**src/rtl/id_rn_pkg.sv**
```systemverilog
// Shared defaults, state encoding and payload sizing for the decode-to-rename skid buffer.
// The optional stall counter is enabled by defining ID_RN_STALL_CNT_EN.
package id_rn_pkg;

    localparam int unsigned DefLanes  = 2;
    localparam int unsigned DefAluopW = 9;
    localparam int unsigned DefRegW   = 5;
    localparam int unsigned DefDataW  = 32;

    typedef enum logic [1:0] {
        StEmpty = 2'b00,
        StMain  = 2'b01,
        StSkid  = 2'b10
    } rn_state_e;

    // Flattened group: per-lane aluop, regw, instvalid, src1, src2, rdst, imm, plus one lane-0 PC.
    function automatic int unsigned payload_w(input int unsigned lanes,
                                              input int unsigned aluop_w,
                                              input int unsigned reg_w,
                                              input int unsigned data_w);
        return lanes * (aluop_w + 2 + 3 * reg_w + data_w) + data_w;
    endfunction

endpackage

```
**src/rtl/id_rn_skid_if.sv**
```systemverilog
// Decode-side and rename-side handshake/payload bundle of the id_rn_skid buffer.
// The optional stall counter is enabled by defining ID_RN_STALL_CNT_EN.
interface id_rn_skid_if
    import id_rn_pkg::*;
#(
    parameter int unsigned LANES   = DefLanes,
    parameter int unsigned ALUOP_W = DefAluopW,
    parameter int unsigned REG_W   = DefRegW,
    parameter int unsigned DATA_W  = DefDataW
);

    logic                       in_valid;
    logic                       in_ready;
    logic [LANES*ALUOP_W-1:0]   in_aluop;
    logic [LANES-1:0]           in_regw;
    logic [LANES-1:0]           in_instvalid;
    logic [LANES*REG_W-1:0]     in_src1;
    logic [LANES*REG_W-1:0]     in_src2;
    logic [LANES*REG_W-1:0]     in_rdst;
    logic [LANES*DATA_W-1:0]    in_imm;
    logic [DATA_W-1:0]          in_pc;

    logic                       out_valid;
    logic                       out_ready;
    logic [LANES*ALUOP_W-1:0]   out_aluop;
    logic [LANES-1:0]           out_regw;
    logic [LANES-1:0]           out_instvalid;
    logic [LANES*REG_W-1:0]     out_src1;
    logic [LANES*REG_W-1:0]     out_src2;
    logic [LANES*REG_W-1:0]     out_rdst;
    logic [LANES*DATA_W-1:0]    out_imm;
    logic [LANES*DATA_W-1:0]    out_pc;

    // Environment side: drives decode groups, consumes rename groups.
    modport master (
        output in_valid, in_aluop, in_regw, in_instvalid, in_src1, in_src2, in_rdst, in_imm,
        output in_pc, out_ready,
        input  in_ready, out_valid, out_aluop, out_regw, out_instvalid, out_src1, out_src2,
        input  out_rdst, out_imm, out_pc
    );

    // Buffer side.
    modport slave (
        input  in_valid, in_aluop, in_regw, in_instvalid, in_src1, in_src2, in_rdst, in_imm,
        input  in_pc, out_ready,
        output in_ready, out_valid, out_aluop, out_regw, out_instvalid, out_src1, out_src2,
        output out_rdst, out_imm, out_pc
    );

endinterface

```
**src/rtl/id_rn_slot.sv**
```systemverilog
// One payload register of the skid buffer: clear beats load, reset beats both.
// The optional stall counter (ID_RN_STALL_CNT_EN) does not live here.
module id_rn_slot
    import id_rn_pkg::*;
#(
    parameter int unsigned LANES    = DefLanes,
    parameter int unsigned ALUOP_W  = DefAluopW,
    parameter int unsigned REG_W    = DefRegW,
    parameter int unsigned DATA_W   = DefDataW,
    localparam int unsigned PayloadW = payload_w(LANES, ALUOP_W, REG_W, DATA_W)
) (
    input  logic                clk,
    input  logic                rst,
    input  logic                clear_i,
    input  logic                load_i,
    input  logic [PayloadW-1:0] data_i,
    output logic [PayloadW-1:0] data_o
);

    logic [PayloadW-1:0] data_q;

    always_ff @(posedge clk) begin
        if (rst || clear_i) begin
            data_q <= '0;
        end else if (load_i) begin
            data_q <= data_i;
        end
    end

    assign data_o = data_q;

endmodule

```
**src/rtl/id_rn_skid.sv**
```systemverilog
// Two-entry skid buffer between decode and rename with registered in_ready.
// Define ID_RN_STALL_CNT_EN to build the saturating back-pressure cycle counter.
module id_rn_skid
    import id_rn_pkg::*;
#(
    parameter int unsigned LANES   = DefLanes,
    parameter int unsigned ALUOP_W = DefAluopW,
    parameter int unsigned REG_W   = DefRegW,
    parameter int unsigned DATA_W  = DefDataW
) (
    input  logic         clk,
    input  logic         rst,
    input  logic         flush,
    id_rn_skid_if.slave  bus,
    output logic [31:0]  stall_cnt
);

    localparam int unsigned PayloadW = payload_w(LANES, ALUOP_W, REG_W, DATA_W);

    rn_state_e state_q;
    logic      in_ready_q;
    logic      out_valid_q;

    logic in_fire;
    logic out_fire;
    logic main_ld;
    logic skid_ld;

    logic [PayloadW-1:0] in_pl;
    logic [PayloadW-1:0] main_pl;
    logic [PayloadW-1:0] skid_pl;
    logic [PayloadW-1:0] main_src;

    logic [LANES*ALUOP_W-1:0] m_aluop;
    logic [LANES-1:0]         m_regw;
    logic [LANES-1:0]         m_instvalid;
    logic [LANES*REG_W-1:0]   m_src1;
    logic [LANES*REG_W-1:0]   m_src2;
    logic [LANES*REG_W-1:0]   m_rdst;
    logic [LANES*DATA_W-1:0]  m_imm;
    logic [DATA_W-1:0]        m_pc;

    assign in_fire  = bus.in_valid && in_ready_q;
    assign out_fire = out_valid_q && bus.out_ready;

    assign in_pl = {bus.in_pc, bus.in_imm, bus.in_rdst, bus.in_src2, bus.in_src1,
                    bus.in_instvalid, bus.in_regw, bus.in_aluop};

    always_comb begin
        main_ld  = 1'b0;
        skid_ld  = 1'b0;
        main_src = in_pl;
        unique case (state_q)
            StEmpty: main_ld = in_fire;
            StMain: begin
                main_ld = in_fire && out_fire;
                skid_ld = in_fire && !out_fire;
            end
            StSkid: begin
                main_ld  = out_fire;
                main_src = skid_pl;
            end
            default: ;
        endcase
    end

    always_ff @(posedge clk) begin
        if (rst || flush) begin
            state_q     <= StEmpty;
            in_ready_q  <= 1'b1;
            out_valid_q <= 1'b0;
        end else begin
            unique case (state_q)
                StEmpty: begin
                    if (in_fire) begin
                        state_q     <= StMain;
                        out_valid_q <= 1'b1;
                    end
                end
                StMain: begin
                    if (in_fire && !out_fire) begin
                        state_q    <= StSkid;
                        in_ready_q <= 1'b0;
                    end else if (!in_fire && out_fire) begin
                        state_q     <= StEmpty;
                        out_valid_q <= 1'b0;
                    end
                end
                StSkid: begin
                    if (out_fire) begin
                        state_q    <= StMain;
                        in_ready_q <= 1'b1;
                    end
                end
                default: begin
                    state_q     <= StEmpty;
                    in_ready_q  <= 1'b1;
                    out_valid_q <= 1'b0;
                end
            endcase
        end
    end

    id_rn_slot #(
        .LANES   (LANES),
        .ALUOP_W (ALUOP_W),
        .REG_W   (REG_W),
        .DATA_W  (DATA_W)
    ) u_main (
        .clk     (clk),
        .rst     (rst),
        .clear_i (flush),
        .load_i  (main_ld),
        .data_i  (main_src),
        .data_o  (main_pl)
    );

    id_rn_slot #(
        .LANES   (LANES),
        .ALUOP_W (ALUOP_W),
        .REG_W   (REG_W),
        .DATA_W  (DATA_W)
    ) u_skid (
        .clk     (clk),
        .rst     (rst),
        .clear_i (flush),
        .load_i  (skid_ld),
        .data_i  (in_pl),
        .data_o  (skid_pl)
    );

    assign {m_pc, m_imm, m_rdst, m_src2, m_src1, m_instvalid, m_regw, m_aluop} = main_pl;

    assign bus.in_ready      = in_ready_q;
    assign bus.out_valid     = out_valid_q;
    assign bus.out_aluop     = m_aluop;
    assign bus.out_regw      = out_valid_q ? m_regw : '0;
    assign bus.out_instvalid = out_valid_q ? m_instvalid : '0;
    assign bus.out_src1      = m_src1;
    assign bus.out_src2      = m_src2;
    assign bus.out_rdst      = m_rdst;
    assign bus.out_imm       = m_imm;

    for (genvar k = 0; k < LANES; k++) begin : g_lane_pc
        assign bus.out_pc[k*DATA_W +: DATA_W] = m_pc + DATA_W'(4 * k);
    end

`ifdef ID_RN_STALL_CNT_EN
    logic [31:0] stall_q;

    // Flush cycles are not counted so a flush leaves the count untouched.
    always_ff @(posedge clk) begin
        if (rst) begin
            stall_q <= '0;
        end else if (out_valid_q && !bus.out_ready && !flush && (stall_q != '1)) begin
            stall_q <= stall_q + 32'd1;
        end
    end

    assign stall_cnt = stall_q;
`else
    assign stall_cnt = '0;
`endif

endmodule

```
**src/flat_wrapper.sv**
```systemverilog
// flat-port wrapper written by rule: the top's interface ports become plain ports
module id_rn_skid_flat import id_rn_pkg::*;
#(
    parameter int unsigned LANES   = DefLanes,
    parameter int unsigned ALUOP_W = DefAluopW,
    parameter int unsigned REG_W   = DefRegW,
    parameter int unsigned DATA_W  = DefDataW
)
  (clk, rst, flush, stall_cnt, bus_in_valid, bus_in_aluop, bus_in_regw, bus_in_instvalid, bus_in_src1, bus_in_src2, bus_in_rdst, bus_in_imm, bus_in_pc, bus_out_ready, bus_in_ready, bus_out_valid, bus_out_aluop, bus_out_regw, bus_out_instvalid, bus_out_src1, bus_out_src2, bus_out_rdst, bus_out_imm, bus_out_pc);
  id_rn_skid_if #(.LANES(LANES), .ALUOP_W(ALUOP_W), .REG_W(REG_W), .DATA_W(DATA_W)) bus_i ();
  input  logic clk;
  input  logic rst;
  input  logic flush;
  output logic [31:0] stall_cnt;
  input wire logic [$bits(bus_i.in_valid)-1:0] bus_in_valid;
  input wire logic [$bits(bus_i.in_aluop)-1:0] bus_in_aluop;
  input wire logic [$bits(bus_i.in_regw)-1:0] bus_in_regw;
  input wire logic [$bits(bus_i.in_instvalid)-1:0] bus_in_instvalid;
  input wire logic [$bits(bus_i.in_src1)-1:0] bus_in_src1;
  input wire logic [$bits(bus_i.in_src2)-1:0] bus_in_src2;
  input wire logic [$bits(bus_i.in_rdst)-1:0] bus_in_rdst;
  input wire logic [$bits(bus_i.in_imm)-1:0] bus_in_imm;
  input wire logic [$bits(bus_i.in_pc)-1:0] bus_in_pc;
  input wire logic [$bits(bus_i.out_ready)-1:0] bus_out_ready;
  output wire logic [$bits(bus_i.in_ready)-1:0] bus_in_ready;
  output wire logic [$bits(bus_i.out_valid)-1:0] bus_out_valid;
  output wire logic [$bits(bus_i.out_aluop)-1:0] bus_out_aluop;
  output wire logic [$bits(bus_i.out_regw)-1:0] bus_out_regw;
  output wire logic [$bits(bus_i.out_instvalid)-1:0] bus_out_instvalid;
  output wire logic [$bits(bus_i.out_src1)-1:0] bus_out_src1;
  output wire logic [$bits(bus_i.out_src2)-1:0] bus_out_src2;
  output wire logic [$bits(bus_i.out_rdst)-1:0] bus_out_rdst;
  output wire logic [$bits(bus_i.out_imm)-1:0] bus_out_imm;
  output wire logic [$bits(bus_i.out_pc)-1:0] bus_out_pc;
  assign bus_i.in_valid = bus_in_valid;
  assign bus_i.in_aluop = bus_in_aluop;
  assign bus_i.in_regw = bus_in_regw;
  assign bus_i.in_instvalid = bus_in_instvalid;
  assign bus_i.in_src1 = bus_in_src1;
  assign bus_i.in_src2 = bus_in_src2;
  assign bus_i.in_rdst = bus_in_rdst;
  assign bus_i.in_imm = bus_in_imm;
  assign bus_i.in_pc = bus_in_pc;
  assign bus_i.out_ready = bus_out_ready;
  assign bus_in_ready = bus_i.in_ready;
  assign bus_out_valid = bus_i.out_valid;
  assign bus_out_aluop = bus_i.out_aluop;
  assign bus_out_regw = bus_i.out_regw;
  assign bus_out_instvalid = bus_i.out_instvalid;
  assign bus_out_src1 = bus_i.out_src1;
  assign bus_out_src2 = bus_i.out_src2;
  assign bus_out_rdst = bus_i.out_rdst;
  assign bus_out_imm = bus_i.out_imm;
  assign bus_out_pc = bus_i.out_pc;
  id_rn_skid #(.LANES(LANES), .ALUOP_W(ALUOP_W), .REG_W(REG_W), .DATA_W(DATA_W)) u_core (.clk(clk), .rst(rst), .flush(flush), .bus(bus_i), .stall_cnt(stall_cnt));
endmodule
```
**config.mk**
```make
export PLATFORM = sky130hd
export DESIGN_NAME = id_rn_skid_flat
export DESIGN_NICKNAME = d
export VERILOG_FILES = /design/src/rtl/id_rn_pkg.sv /design/src/rtl/id_rn_skid_if.sv /design/src/rtl/id_rn_slot.sv /design/src/rtl/id_rn_skid.sv /design/src/flat_wrapper.sv
export SDC_FILE = /design/constraint.sdc
export NUM_CORES = 1
export LEC_CHECK = 0
export ABC_AREA = 1
export CAP_MARGIN = 20
export CORE_MARGIN = 2
export CORE_UTILIZATION = 30
export CTS_CLUSTER_SIZE = 25
export DETAILED_ROUTE_END_ITERATION = 8
export PLACE_DENSITY_LB_ADDON = 0.05
export RECOVER_POWER = 100
export SETUP_SLACK_MARGIN = 0.05
export SYNTH_ARGS = -nofsm -noshare
export SYNTH_HDL_FRONTEND = slang
export SYNTH_SLANG_ARGS = --single-unit
```
**constraint.sdc**
```tcl
create_clock -name clk -period 1.5 [get_ports clk]
set_input_delay 0.3 -clock clk [delete_from_list [all_inputs] [get_ports clk]]
set_output_delay 0.3 -clock clk [all_outputs]
set_load 0.02 [all_outputs]
```
Word level (Yosys, flattened, before mapping)
Cells that the tools add are included.
{"block": "classes", "eq_ne": 8, "addsub": 1, "reduce_logical": 12, "n_bitwise": 2, "n_mux": 17}
{"cell": "148-bit 2-to-1 mux", "count": 1}
{"cell": "32-bit by 3-bit adder with 32-bit output, second input constant", "count": 1}
{"cell": "2-bit 2-to-1 mux", "count": 6}
{"cell": "1-bit one-hot mux with 3 select lines", "count": 3}
{"cell": "2-bit by 1-bit inequality test with 1-bit output, second input constant", "count": 4}
{"cell": "1-bit 2-to-1 mux", "count": 6}
{"cell": "2-bit one-hot mux with 3 select lines", "count": 1}
{"cell": "3-bit AND reduction", "count": 2}
{"cell": "1-bit logical AND", "count": 5}
{"cell": "4-bit AND reduction", "count": 1}
{"cell": "3-bit by 1-bit inequality test with 1-bit output, second input constant", "count": 1}
{"cell": "2-bit by 1-bit == test with 1-bit output, second input constant", "count": 1}
{"cell": "2-bit == test, second input constant", "count": 1}
{"cell": "1-bit zero test", "count": 2}
{"cell": "2-bit zero test", "count": 1}
{"cell": "2-bit inequality test, second input constant", "count": 1}
{"cell": "1-bit inverter", "count": 2}
{"cell": "1-bit logical OR", "count": 1}
{"block": "word_totals", "ff_bits": 300, "inputBits": 153, "word_cells": 45, "out_inout_bits": 214}

Logic depth before layout (Yosys ltp)
Gate-level depths: netlist of the first run.
{"block": "logic_depth", "ltp_word": 6, "ltp_mapped": 9, "mapped_depth_nobuf": 8}

Cells and area by module
Synthesis of the first run repeated with hierarchy kept, for this count alone.
{"block": "unflattened", "hier_cells": 2620, "area_unflattened_um2": 15572.4}
{"mod": "id_rn_slot", "n_inst": 2, "area_each_um2": 6168.4, "cells_per_inst": 938, "seq_area_each_um2": 2962.8}
{"mod": "id_rn_skid", "n_inst": 1, "area_each_um2": 3235.6, "cells_per_inst": 744, "seq_area_each_um2": 80.1}

Worst setup path before layout of the first run
Ideal clock, no wire load.
{"block": "synth_timing", "path_type": "register -> output", "start": "register u_core.u_main.data_q[118] (netlist: u_core.u_main.data_o[118])", "end": "output bus_out_pc[47]", "path_stages_with_launch": 6, "path_buffers": 0, "required_time_ps": 1200, "path_slack_ps": -243, "t_arrival_ps": 1443, "path_cell_list": "dfxtp_1 -> inv_1 -> nor2_1 -> nand2_1 -> nor2_1 -> xor2_1"}
{"block": "synth_between", "elab_chain_len": 1}
{"element": "from (decl)", "line_no": "id_rn_slot.sv:20", "source": "logic [PayloadW-1:0] data_q;"}
{"element": "from (signal assigned)", "line_no": "id_rn_slot.sv:26", "source": "data_q <= data_i;"}
{"element": "32-bit by 3-bit adder with 32-bit output", "line_no": "id_rn_skid.sv:145", "source": "assign bus.out_pc[k*DATA_W +: DATA_W] = m_pc + DATA_W'(4 * k);"}
{"element": "to (decl)", "line_no": "flat_wrapper.sv:34", "source": "output wire logic [$bits(bus_i.out_pc)-1:0] bus_out_pc;"}
Every way passes these cells.

Worst setup path in the final report of the first run
{"block": "layout_timing", "start": "register u_core.u_main.data_q[119] (netlist: u_core.u_main.data_o[119])", "end": "output bus_out_pc[56]"}
Same word-level chain as after synthesis.

==> flow_summary.json, run 1 <==
{
  "status": "finished with violations",
  "violations": "negative setup slack",
  "synth.most_common_cell": "nand2_1",
  "ir_drop_v": 0.0007826,
  "netlist_area_um2": 15460,
  "grt_max_degree": 57,
  "internal-power_w": 0.01617,
  "regArea_um2": 6091,
  "required_ns": 1.20,
  "synth.area.top_cells": "dfxtp_1 39%, nand2_1 24%, buf_4 8.6%, nor2_1 8.4%, nand3_1 5.4%",
  "rsz0062_at_grt": "true",
  "via_per_inst": 4.577,
  "synthArstFlopShare": 0,
  "cts_tree": "built",
  "hold_path_end": "u_core.u_skid.data_o[10]",
  "arrival_ns": 1.83,
  "p_comb_frac": 0.220,
  "cp_common_cell": "buf_6",
  "ios": 367,
  "clock_skew_ns": 0.01481,
  "grt.overflow.total": 0,
  "num_rows": 83,
  "io_buffers": 334,
  "ys_types": 21,
  "fin_crit_ns": 2.134,
  "worstSetupEndpointType": "output port",
  "drc": 0,
  "crit_fanout": 5,
  "clock.fmax_mhz": 468.7,
  "hold_class": "in2reg",
  "startpoint": "u_core.u_main.data_o[119]",
  "report.final.slew_viol_count": 0,
  "r2r_start": "u_core.state_q[1]",
  "drv_cap": 0,
  "crit_family": "simple AND/OR/NAND/NOR gates",
  "cp-start-kind": "register",
  "path_cells": "ha_4, nand3_4, nor2_4, buf_6, nand3_1, nand2_2, buf_6",
  "cts_buffers": 39,
  "reg2regPathDepth": 10,
  "netlist.top_cell.by_area": "dfxtp_1",
  "wl_met2_mm": 31.43,
  "synthTopCellsByCount": "996 x nand2_1, 346 x nor2_1, 300 x dfxtp_1",
  "drtPass1Iterations": 5,
  "swShare": 0.2917,
  "antenna_left": 0,
  "dp_hpwl_mm": 35.22,
  "synth_edf_count": 0,
  "ys_seq_area_frac": 0.3884,
  "die_y_um": 231.0,
  "syn_area_per_cell_um2": 6.252,
  "path_buf_inv": 2,
  "p_sw_w": 0.006658,
  "fillCellCount": 4967,
  "final.setup.worst_slack_ns": -0.6337,
  "finalSetupTns_ns": -24.46,
  "globalplace.congestion": 0.8480,
  "crit_path_top_delay_cell": "dfxtp_4",
  "crit_type": "reg2out",
  "clkTransAtPathRegs_ns": 0.06,
  "grt_pass1_wl_mm": 88.20,
  "rr_endpoint": "u_core.u_main.data_o[64]",
  "num_vias": 16305,
  "yosysWarnings": 0,
  "r2r_setup_slack_ns": -0.11,
  "grt_use_total": 0.2120,
  "synthCells": 2473,
  "dieArea_um2": 53370,
  "p_seq_frac": 0.368,
  "p_per_area_nw_per_um2": 873.7,
  "hold_viol_final": 0,
  "die_width_um": 231.0,
  "multi_input_area_um2": 9678,
  "drive_above_1_share": 0.3867,
  "synth_top_area_share": 0.3884,
  "wl_met3_mm": 3.492,
  "yosys_register_bits": 300,
  "areaGrowthSynthToFinish_pct": 68.98,
  "drt_iter0_drc": 945,
  "period_share": 1.422,
  "leakagePower_nw": 11.40,
  "clk_latency_ns": 0.55,
  "cts-htree-levels": 2,
  "root_buffer": "clkbuf_16",
  "ys.flop_type": "dfxtp_1",
  "core_um2": 51090,
  "grt_pass1_vias": 14970,
  "wl_per_cell_um": 18.37,
  "post_dp_cell_area_um2": 19540,
  "top_layer": "met5",
  "final_area_um2": 26130,
  "met1_length_mm": 29.28,
  "hold_start": "bus_in_aluop[10]",
  "clkPwrFrac": 0.412,
  "antenna_found_initial": 10,
  "critPathMaxStageDelay_ns": 0.38,
  "routed_wl_mm": 65.42,
  "setup_viol": 273,
  "initial_core_util": 0.3026,
  "max-clock-path-buffers": 3,
  "fin_nets": 3003,
  "min_path_cells": 3,
  "clock-sinks": 300
}
what timing repair did:
item / CTS / global route
resized for setup: 1168 / 666
buffers inserted: 41 / 29
hold buffers: 0 / 0
pin swaps: 80 / 392
setup endpoints to repair: 468 / 351
gates cloned: 39 / 53
placed cells by master, fill, tap and decap left out, types with 81 or more instances in the layout:
| master | n |
|---|---|
| buf_6 | 118 |
| a21oi_1 | 124 |
| buf_4 | 85 |
| nor2_1 | 209 |
| dfxtp_1 | 268 |
| nor2_2 | 81 |
| inv_1 | 153 |
| clkdlybuf4s50_1 | 152 |
| nand2_4 | 133 |
| nand2_2 | 204 |
| nand3_1 | 130 |
| nand2_1 | 658 |
| clkbuf_2 | 98 |
stage by stage:
stage | hold slack [ns] | total power [W] | utilization | cells | worst slack [ns]
CTS | 0.3146 | 0.02213 | 0.4425 | 3482 | -0.6470
global placement | 0.4440 | 0.01199 | 0.3824 | 3335 | -0.6072
floorplan | 0.4401 | 0.01055 | - | 2504 | 0.02493
finish | 0.3483 | 0.02283 | 0.5113 | 3562 | -0.6337
detailed placement | 0.4492 | 0.01200 | 0.3824 | 3335 | -0.6127
global route | 0.3557 | 0.02373 | 0.5113 | 3561 | -0.7048
flip-flops by register name, indices dropped and copies added (netlist names):
name and count:
u_core.bus.in_ready 1, u_core.u_skid.data_o 148, u_core.state_q 2, u_core.u_main.data_o 148, u_core.bus.out_valid 1
power by group through the flow:
stage          combinational (W)  sequential [W]  clock [W]
2_1_floorplan            0.00204         0.00851          0
3_3_place_gp             0.00344         0.00855          0
3_5_place_dp             0.00344         0.00856          0
4_1_cts                  0.00409         0.00840    0.00964
5_1_grt                  0.00537         0.00843    0.00993
6_report                 0.00502         0.00840    0.00940
worst register-to-register path: cells and delay by family, from the launching register on:
kind / cells / cell delay [ns]
buffers and inverters: 5 / 0.69
AND/OR/NAND/NOR: 5 / 0.42
flip-flops: 1 / 0.39
area by class of cell:
type / instances / area share
Timing Repair inverter: 1 / 0.0007662
Timing Repair Buffer: 625 / 0.2893
Tap cell: 680 / 0.03257
Sequential cell: 300 / 0.2331
Multi-Input combinational cell: 1718 / 0.3704
Clock inverter: 9 / 0.003352
Antenna cell: 4 / 0.0003831
Clock buffer: 61 / 0.04521
Inverter: 164 / 0.02486
layer usage:
metal  GRT usage  vias to the layer above
li1            -                     8119
met5           0                        -
met2      0.3500                      403
met1      0.2825                     7677
met4     0.05141                       12
met3     0.04392                       94
worst max-delay path by stage:
| stage | end | cells after the start |
|---|---|---|
| floorplan | bus_out_pc[63] | 7 |
| global placement | bus_out_pc[63] | 7 |
| detailed placement | bus_out_pc[63] | 7 |
| CTS | bus_out_pc[56] | 8 |
| global route | bus_out_pc[56] | 7 |
| finish | bus_out_pc[56] | 7 |
logic make-up after synthesis:
| group | Yosys count | share of synthesized area |
|---|---|---|
| AOI/OAI and AO/OA | 155 | 0.05090 |
| xor gates and xnor gates | 15 | 0.008497 |
| adders and majority gates | 1 | 0.0008091 |
| buffers and inverters | 487 | 0.1688 |
| DFF | 300 | 0.3884 |
| other | 1 | 0.0002425 |
| and+or+nand+nor | 1514 | 0.3823 |
No activity file was read; power rests on OpenSTA's default activity.
==> inputs of run 2 (changes only) <==
--- a/config.mk
+++ b/config.mk
@@ -7,6 +7,7 @@
 export LEC_CHECK = 0
 export ABC_AREA = 1
 export CAP_MARGIN = 20
+export CORE_ASPECT_RATIO = 1.1
 export CORE_MARGIN = 2
 export CORE_UTILIZATION = 30
 export CTS_CLUSTER_SIZE = 25
==> run 2 against run 1 <==
  * Worst setup slack improved by 0.0067 ns
  * Clock power about the same
  * Via count up 2.7%
  * Largest cell class unchanged
  * Sequential power about the same
  * Maximum frequency is 0.31% higher
  * Sequential share of layout area decreased by 0.58 points
  * The flow still finishes with violations (negative setup slack)
  * Highest routed layer unchanged
  * Register-to-register slack got worse by 0.08 ns
  * Largest power group unchanged
  * Count of clock-buffer cells in the layout up 1
==> flow_summary.json, run 2 (synthesis gave the netlist of run 1 again) <==
{
  "via_per_inst": 4.653,
  "violations": "negative setup slack",
  "grt_use_total": 0.2117,
  "initial_core_util": 0.3028,
  "required_ns": 1.20,
  "hold_ws_ns": 0.3392,
  "grt_max_degree": 54,
  "worstSetupEndpointType": "output port",
  "drt_iter0_drc": 880,
  "num_rows": 87,
  "grt.overflow.total": 0,
  "wl_per_cell_um": 19.28,
  "antenna_left": 0,
  "reg2regPathDepth": 9,
  "routed_wl_mm": 69.37,
  "hold_start": "bus_in_src2[2]",
  "drv_cap": 0,
  "clkTransAtPathRegs_ns": 0.06,
  "rsz0062_at_grt": "true",
  "grt_pass1_wl_mm": 87.66,
  "layout_common_cells": "775 x nand2_1, 266 x dfxtp_1, 211 x nor2_1",
  "globalplace.congestion": 0.8190,
  "antenna_found_initial": 4,
  "arrival_ns": 1.83,
  "root_buffer": "clkbuf_16",
  "crit_type": "reg2out",
  "max-clock-path-buffers": 3,
  "rr_endpoint": "u_core.u_main.data_o[18]",
  "p_per_area_nw_per_um2": 860.7,
  "period_share": 1.418,
  "die_width_um": 220.5,
  "hold_class": "in2reg",
  "ios": 367,
  "cp-start-kind": "register",
  "hold_viol_final": 0,
  "finalSetupTns_ns": -41.52,
  "drc": 0,
  "cts_buffers": 39,
  "final.setup.worst_slack_ns": -0.6271,
  "hold_path_end": "u_core.u_skid.data_o[34]",
  "fin_nets": 3057,
  "dp_hpwl_mm": 35.35,
  "io_buffers": 334,
  "leakagePower_nw": 11.53,
  "clock-sinks": 300,
  "final_common_cell": "nand2_1",
  "die_y_um": 242.1,
  "r2r_setup_slack_ns": -0.19,
  "areaGrowthSynthToFinish_pct": 73.52,
  "status": "finished with violations",
  "clock.fmax_mhz": 470.1,
  "dieArea_um2": 53370,
  "crit_fanout": 3,
  "drtPass1Iterations": 5,
  "grt_pass1_vias": 14698,
  "num_vias": 16743,
  "cts_tree": "built",
  "r2r_start": "u_core.state_q[1]",
  "pre_cts_slack_ns": -0.5913,
  "fin_crit_ns": 2.127,
  "drive_above_1_share": 0.3848,
  "cts-htree-levels": 2,
  "min_path_cells": 3,
  "clock_skew_ns": 0.01570,
  "clk_latency_ns": 0.56,
  "setup_viol": 327,
  "ir_drop_v": 0.0007246,
  "fillCellCount": 4957,
  "core_um2": 51050,
  "report.final.slew_viol_count": 0
}
[run 2: cell types whose count changed in the layout (fill, tap and decap cells not counted), sizes merged, moves of 2 or more]
cell	delta
inv	+2
nand2	+2
buf	+51
clkinv	-3
diode	-2
[run 2: per-stage QoR]
step                utilization  cells  power, W  area [um2]
finish                   0.5255   3598   0.02309       26830
global route             0.5255   3598   0.02398       26830
CTS                      0.4421   3481   0.02213       22570
detailed placement       0.3854   3344   0.01206       19670
global placement         0.3854   3344   0.01206       19670
floorplan                     -   2504   0.01055       15790
[run 2: what timing repair did]
item	CTS	global route
setup buffers	40	43
pin swaps	73	231
cloned	32	82
resized for setup	1167	634
hold buffers	0	0
setup endpoints to repair	481	366
[run 2: how the worst max path moves through the flow]
stage                              start                  endpoint  slack (ns)  cells past startpoint
3_3_place_gp   u_core.u_main.data_o[129]            bus_out_pc[63]       -0.59                      7
3_5_place_dp                bus_in_valid  u_core.u_main.data_o[90]       -0.59                      8
2_1_floorplan  u_core.u_main.data_o[120]            bus_out_pc[63]        0.02                      7
4_1_cts        u_core.u_main.data_o[118]            bus_out_pc[63]       -0.68                      8
5_1_grt        u_core.u_main.data_o[118]            bus_out_pc[50]       -0.72                      7
6_report       u_core.u_main.data_o[119]            bus_out_pc[49]       -0.63                      7
[run 2: metal layers]
metal | wire [um] | GRT usage | share of wire | up-vias
met5 | 27 | 0 | 0.00039 | -
met4 | 1615 | 0.06297 | 0.023 | 4
met3 | 3896 | 0.04331 | 0.056 | 97
met2 | 33250 | 0.3469 | 0.48 | 440
met1 | 30580 | 0.2785 | 0.44 | 7974
li1 | - | - | - | 8228
[run 2: final cells by class]
| cell class | count | area, um2 | share of cell area |
|---|---|---|---|
| Timing Repair inverter | 4 | 72.57 | 0.002705 |
| Inverter | 164 | 656.9 | 0.02448 |
| Antenna cell | 2 | 5.005 | 0.0001865 |
| Timing Repair Buffer | 674 | 8339 | 0.3108 |
| Multi-Input combinational cell | 1720 | 9578 | 0.3570 |
| Sequential cell | 300 | 6098 | 0.2273 |
| Clock inverter | 5 | 90.09 | 0.003358 |
| Clock buffer | 62 | 1154 | 0.04300 |
| Tap cell | 667 | 834.6 | 0.03111 |
[run 2: worst max-delay path, cell delays in order (launching register included)]
cell and delay [ns]:
dfxtp_4 0.38, nand2_4 0.08, nor2_4 0.17, buf_6 0.14, nand2_8 0.06, nor2_4 0.12
xor2_2 0.19, buf_6 0.15
[run 2: report_power, final]
group / switching (W) / internal (W)
sequential: 0.000184 / 0.00820
clock: 0.00379 / 0.00560
combinational: 0.00277 / 0.00255
total: 0.00674 / 0.0163
